<file path="config.mk">
export PLATFORM = sky130hd
export DESIGN_NAME = change_dispenser
export DESIGN_NICKNAME = d
export VERILOG_FILES = /design/src/rtl/vend_pkg.sv /design/src/rtl/coin_select.sv /design/src/rtl/change_dispenser.sv
export SDC_FILE = /design/constraint.sdc
export NUM_CORES = 1
export LEC_CHECK = 0
export BUFFER_PORTS_ARGS = -buffer_cell sky130_fd_sc_hd__buf_2
export CORE_MARGIN = 10
export CORE_UTILIZATION = 51
export CTS_BUF_LIST = sky130_fd_sc_hd__clkbuf_4
export CTS_CLUSTER_SIZE = 30
export DETAILED_ROUTE_END_ITERATION = 10
export GPL_ROUTABILITY_DRIVEN = 0
export HOLD_SLACK_MARGIN = 0.03
export PLACE_DENSITY_LB_ADDON = 0.08
export SYNTH_ARGS = -nofsm -noshare
export SYNTH_HDL_FRONTEND = slang
export SYNTH_SLANG_ARGS = --single-unit
export TNS_END_PERCENT = 5
</file>
<file path="constraint.sdc">
create_clock -name MAX10_CLK1_50 -period 2.6 [get_ports MAX10_CLK1_50]
set_input_delay 0 -clock MAX10_CLK1_50 [delete_from_list [all_inputs] [get_ports MAX10_CLK1_50]]
set_output_delay 0 -clock MAX10_CLK1_50 [all_outputs]
set_load 0.005 [all_outputs]
</file>
<file path="src/rtl/vend_pkg.sv">
// Shared vending definitions: coin one-hot encodings, coin values and the
// dispenser state encoding. The coin-accepting front end imports this too,
// so both sides agree on what each coin bit means.
package vend_pkg;

    typedef enum logic [2:0] {
        ST_IDLE    = 3'd0,
        ST_SELECT  = 3'd1,
        ST_PRESENT = 3'd2,
        ST_GAP     = 3'd3,
        ST_DONE    = 3'd4
    } state_t;

    // One-hot coin encodings as seen on the coin mechanism bus
    localparam logic [3:0] COIN_NONE = 4'b0000;
    localparam logic [3:0] COIN_1    = 4'b0001;
    localparam logic [3:0] COIN_5    = 4'b0010;
    localparam logic [3:0] COIN_10   = 4'b0100;
    localparam logic [3:0] COIN_25   = 4'b1000;

    // Coin values in cents, sized to the 7-bit amount datapath
    localparam logic [6:0] VAL_1  = 7'd1;
    localparam logic [6:0] VAL_5  = 7'd5;
    localparam logic [6:0] VAL_10 = 7'd10;
    localparam logic [6:0] VAL_25 = 7'd25;

    // Cent value of a one-hot coin; anything not a single known coin is worth 0
    function automatic logic [6:0] coin_value(input logic [3:0] coin);
        logic [6:0] v;
        v = 7'd0;
        case (coin)
            COIN_25: v = VAL_25;
            COIN_10: v = VAL_10;
            COIN_5:  v = VAL_5;
            COIN_1:  v = VAL_1;
            default: v = 7'd0;
        endcase
        return v;
    endfunction

endpackage

</file>
<file path="src/rtl/coin_select.sv">
// Greedy coin picker: largest coin whose value does not exceed the amount
// still owed. Purely combinational; the dispenser registers the result.
module coin_select
    import vend_pkg::*;
(
    input  logic [6:0] remaining,
    output logic [3:0] coin,
    output logic [6:0] value
);

    // Pick the biggest coin that fits; nothing when nothing is owed
    always_comb begin
        coin = COIN_NONE;
        if (remaining >= VAL_25) begin
            coin = COIN_25;
        end else if (remaining >= VAL_10) begin
            coin = COIN_10;
        end else if (remaining >= VAL_5) begin
            coin = COIN_5;
        end else if (remaining >= VAL_1) begin
            coin = COIN_1;
        end
        value = coin_value(coin);
    end

endmodule

</file>
<file path="src/rtl/change_dispenser.sv">
// Change dispenser: accepts a refund amount, then presents coins one at a
// time (greedy 25/10/5/1) to the coin mechanism, waiting for each to be
// acknowledged and leaving an idle gap between coins.
// remaining is plain binary (0..MAX_AMOUNT) so it can feed the two-digit
// display driver without further conversion.
module change_dispenser
    import vend_pkg::*;
#(
    parameter int MAX_AMOUNT = 99,  // largest refundable amount, at most 127
    parameter int GAP_CYCLES = 2    // gap counter load, 1..15
) (
    input  logic       MAX10_CLK1_50,
    input  logic       reset,
    input  logic       start,
    input  logic [6:0] amount,
    input  logic       coin_ack,
    output logic       coin_valid,
    output logic [3:0] coin_type,
    output logic [6:0] remaining,
    output logic [3:0] coin_count,
    output logic       busy,
    output logic       done,
    output logic       err
);

    // One extra bit so amounts up to 127 compare cleanly against the limit
    localparam logic [7:0] MAX_AMT  = 8'(MAX_AMOUNT);
    localparam logic [3:0] GAP_LOAD = 4'(GAP_CYCLES);

    state_t     state_q, state_d;
    logic [6:0] remaining_q, remaining_d;
    logic [3:0] count_q, count_d;
    logic [3:0] coin_q, coin_d;
    logic [3:0] gap_q, gap_d;
    logic       err_q, err_d;

    logic [3:0] sel_coin;
    logic [6:0] sel_value;

    coin_select u_coin_select (
        .remaining (remaining_q),
        .coin      (sel_coin),
        .value     (sel_value)
    );

    // State and datapath registers; reset wins over every other input
    always_ff @(posedge MAX10_CLK1_50) begin
        if (reset) begin
            state_q     <= ST_IDLE;
            remaining_q <= 7'd0;
            count_q     <= 4'd0;
            coin_q      <= COIN_NONE;
            gap_q       <= 4'd0;
            err_q       <= 1'b0;
        end else begin
            state_q     <= state_d;
            remaining_q <= remaining_d;
            count_q     <= count_d;
            coin_q      <= coin_d;
            gap_q       <= gap_d;
            err_q       <= err_d;
        end
    end

    // Next-state and datapath updates
    always_comb begin
        state_d     = state_q;
        remaining_d = remaining_q;
        count_d     = count_q;
        coin_d      = coin_q;
        gap_d       = gap_q;
        err_d       = err_q;

        case (state_q)
            ST_IDLE: begin
                if (start) begin
                    if ({1'b0, amount} > MAX_AMT) begin
                        // Rejected: flag it and keep the previous totals on show
                        err_d = 1'b1;
                    end else begin
                        remaining_d = amount;
                        count_d     = 4'd0;
                        err_d       = 1'b0;
                        state_d     = ST_SELECT;
                    end
                end
            end

            ST_SELECT: begin
                if (remaining_q == 7'd0) begin
                    state_d = ST_DONE;
                end else begin
                    coin_d  = sel_coin;
                    state_d = ST_PRESENT;
                end
            end

            ST_PRESENT: begin
                // remaining_q has not moved since SELECT, so sel_value is the
                // value of the coin being presented and never exceeds it
                if (coin_ack) begin
                    remaining_d = remaining_q - sel_value;
                    count_d     = count_q + 4'd1;
                    coin_d      = COIN_NONE;
                    if (remaining_q == sel_value) begin
                        state_d = ST_DONE;
                    end else begin
                        gap_d   = GAP_LOAD;
                        state_d = ST_GAP;
                    end
                end
            end

            ST_GAP: begin
                // <= also covers a zero load so the gap can never stall
                if (gap_q <= 4'd1) begin
                    gap_d   = 4'd0;
                    state_d = ST_SELECT;
                end else begin
                    gap_d = gap_q - 4'd1;
                end
            end

            ST_DONE: begin
                state_d = ST_IDLE;
            end

            default: begin
                state_d = ST_IDLE;
            end
        endcase
    end

    // Outputs decoded from the registered state
    always_comb begin
        coin_valid = (state_q == ST_PRESENT);
        coin_type  = coin_q;
        remaining  = remaining_q;
        coin_count = count_q;
        busy       = (state_q != ST_IDLE);
        done       = (state_q == ST_DONE);
        err        = err_q;
    end

endmodule

</file>
==> results.md <==
- Cells along the critical path: or2_4 -> mux2_2 -> or3_4 -> ha_4 -> and3_1 -> nand4_1 -> buf_4 -> a21o_1 -> a21oi_2 -> nor3_1
- # nets final: 251
- Fin crit period: 2.48 ns
- Final routed DRC violation total: 0
- Endpoints failing hold: 0
- Routed WL: 4080 um
- Outcome: complete, no violations
- Part of the power in combinational logic: 0.413
- Remaining global-route overflow: 0
- Design area: 1840 um^2
- Iter 0 DRT Violations: 108
- Die span in y: 74.9 um
- Clock-pin slew on the worst setup and hold paths: 0.15 ns
- Rows: 19
- Worst-Margin Slew: 0.593 ns
- Max clock buf depth: 2
- Final Skew: 0.0127 ns
- WP buf/inv: 1
- Area of the multi-input gates: 1030 um^2
- H-tree depth: 1
- Prevailing post-synth register cell: dfxtp_1
- Port Buffers: 29
- Post-route ant nets: 0
- Distinct cell type count after synthesis: 42
- Detail Placement HPWL: 3160 um
- Sequential share of power: 0.409
- Routed vias: 1,572
- Pins Over Slew Limit: 0
- Sw Pwr: 0.000377 W
- Hold Path Class: in2reg
- Crit Path Class: reg2reg
- PwrDens: 542 nW/um^2
- Syn_nets: 214
- Setup Total Neg Slack: 0 ns
- Clock power frac: 0.178
- Initial antenna violation count: 0
- Worst setup margin: 0.118 ns
- CP arrival: 2.70 ns
- Startpoint Class: register
- Final Cycle Share: 0.955
- Worst slew margin: 0.600
- RSZ-0062 raised after global routing: false
- Internal: 0.000622 W
- Crit-path max FO: 5
- Synth Cell Area: 1540 um^2
- Starting Density: 0.543
- Total CTS buffers: 3
- Synth warn: 0
- CTS root buf: clkbuf_4
- Slowest stage cell, crit path: dfxtp_4
- Final setup violation count: 0
- Placed cell areas: 1740 um^2
- Sw frac: 0.377
- GRT Total Usage: 0.154
- MaxCap Viol Count: 0
- Worst skew pair latency: 0.33 ns
- Global-route wire length before repair: 6980 um
- Worst path top cell family by delay: simple AND/OR/NAND/NOR gates
- Largest net degree at the start of global routing: 25
- CTS tree: built
- I/O Pins: 30
- Peak supply drop: 0.281 mV
- Crit. End Element: register
- Synth async-reset ratio: 0
- Ant diodes: 0
- Post-synthesis register bit count: 23
- Total Power: 0.000999 W
- EDFF count, synth: 0
- Seq/Total Area, Yosys: 0.300
- P_leak: 0.774 nW
- Post-Syn Instances: 194
- Seq. cell area: 465 um^2
- DP Worst Slack: -0.0440 ns
- Synth-to-Final Area Change: 20.0%
- Number of vias per cell: 6.02
- Data required, critical path: 2.82 ns
- CTS sink cnt: 23
- Crit-path max cell delay: 0.39 ns
- Layout cells sized above 1: 0.261
- Number of fillers in the final layout: 264
- Wirelength per Cell: 15.6 um
- Mean Syn Cell Area: 7.92 um^2
- Core area: 2830 um^2
- Fmax: 403 MHz
- Full die area: 5610 um^2
- Drt first pass iters: 4
- Chip Width: 74.9 um
- Vias in the first global route: 1,528
[registers in the layout, indices dropped and copies added, names as in the netlist]
name and flops:
remaining 7, coin_count 4, coin_type 4, gap_q 4, state_q 3, err 1
[metal layers]
metal | part of all wire | global-route usage | vias to the layer above
li1 | - | - | 783
met1 | 0.43 | 0.188 | 739
met5 | 0 | 0 | -
met3 | 0.058 | 0.0263 | 4
met2 | 0.51 | 0.263 | 46
met4 | 0.0066 | 0.0546 | 0
[logic make-up (layout without fill, tap and decap cells)]
family / after synthesis / after routing / synth area share
flops: 23 / 23 / 0.300
buf+inv: 20 / 56 / 0.0513
simple gates: 81 / 81 / 0.270
xor+xnor: 1 / 1 / 0.00570
fa+ha+maj: 9 / 9 / 0.0782
mux: 7 / 7 / 0.0489
compound gates: 53 / 53 / 0.246
[path summary, 6_finish.rpt]
check / cells after the start / start / slack [ns] / to
worst max-delay path: 10 / remaining[2]$_SDFFE_PP0P_ / 0.12 / state_q[0]$_SDFFE_PP0P_
worst min-delay path: 3 / amount[0] / 0.05 / remaining[0]$_SDFFE_PP0P_
worst max register to register: 10 / remaining[2]$_SDFFE_PP0P_ / 0.12 / state_q[0]$_SDFFE_PP0P_
worst min register to register: 1 / coin_count[3]$_SDFFE_PP0P_ / 0.49 / coin_count[3]$_SDFFE_PP0P_
[per-stage QoR]
| stage | util | instances | hold slack, ns |
|---|---|---|---|
| detailed placement | 0.616 | 253 | 0.344 |
| finish | 0.652 | 261 | 0.0509 |
| CTS | 0.636 | 260 | 0.0503 |
| global placement | 0.616 | 253 | 0.332 |
| global route | 0.652 | 261 | 0.0536 |
| floorplan | - | 194 | 0.196 |
[tightest hold or removal path: stages]
cell and delay, ns:
buf_2 0.08, a211oi_1 0.05, a211oi_1 0.19
[area by class of cell]
type	count	area share
clock buffers	3	0.0122
well taps	31	0.0210
multi-input cells	151	0.559
flip-flops and latches	23	0.252
clock inverters	1	0.00271
repair buffers	41	0.130
inverters	11	0.0224
[synthesized netlist by cell type (all sizes together) (2+ instances only)]
library cell | instances | area share
nor2 | 30 | 0.075
dfxtp | 23 | 0.30
a211oi | 13 | 0.064
a21oi | 13 | 0.042
inv | 11 | 0.027
nand2 | 11 | 0.027
nor3 | 9 | 0.029
ha | 8 | 0.065
o21ai | 8 | 0.026
a31oi | 6 | 0.024
clkbuf | 5 | 0.012
buf | 4 | 0.012
mux2 | 4 | 0.029
nand3 | 4 | 0.013
nor3b | 4 | 0.020
a21o | 3 | 0.015
mux2i | 3 | 0.020
nand2b | 3 | 0.012
nand3b | 3 | 0.015
nor2b | 3 | 0.012
or2 | 3 | 0.012
a211o | 2 | 0.011
a21boi | 2 | 0.0098
and4 | 2 | 0.011
nand4 | 2 | 0.0081
nor4b | 2 | 0.011
o221ai | 2 | 0.011
or3 | 2 | 0.0081
[placed cells by master, fill, tap and decap left out, drive strengths merged, types with 3 or more instances in the layout]
| cell type | count |
|---|---|
| nor3 | 9 |
| clkbuf | 3 |
| nor2b | 3 |
| mux2 | 4 |
| nand2 | 11 |
| nand3 | 4 |
| a211oi | 13 |
| or2 | 3 |
| mux2i | 3 |
| ha | 8 |
| a31oi | 6 |
| a21oi | 13 |
| nand2b | 3 |
| buf | 39 |
| inv | 11 |
| nor3b | 4 |
| a21o | 3 |
| nor2 | 30 |
| dfxtp | 23 |
| nand3b | 3 |
| o21ai | 8 |
[timing repair]
item	in CTS	in global routing
gates cloned	0	0
buffers inserted	1	1
hold endpoints to repair	2	0
setup endpoints to repair	2	9
pin swaps	1	0
gates resized for setup	1	11
hold buffers	2	0
[power by group through the flow]
stage | clock network (W) | logic, W | registers, W
floorplan | 0 | 0.000264 | 0.000399
global placement | 0 | 0.000373 | 0.000411
detailed placement | 0 | 0.000378 | 0.000413
CTS | 0.000186 | 0.000388 | 0.000405
global route | 0.000200 | 0.000460 | 0.000414
finish | 0.000178 | 0.000412 | 0.000409
No activity file was read; power rests on OpenSTA's default activity.
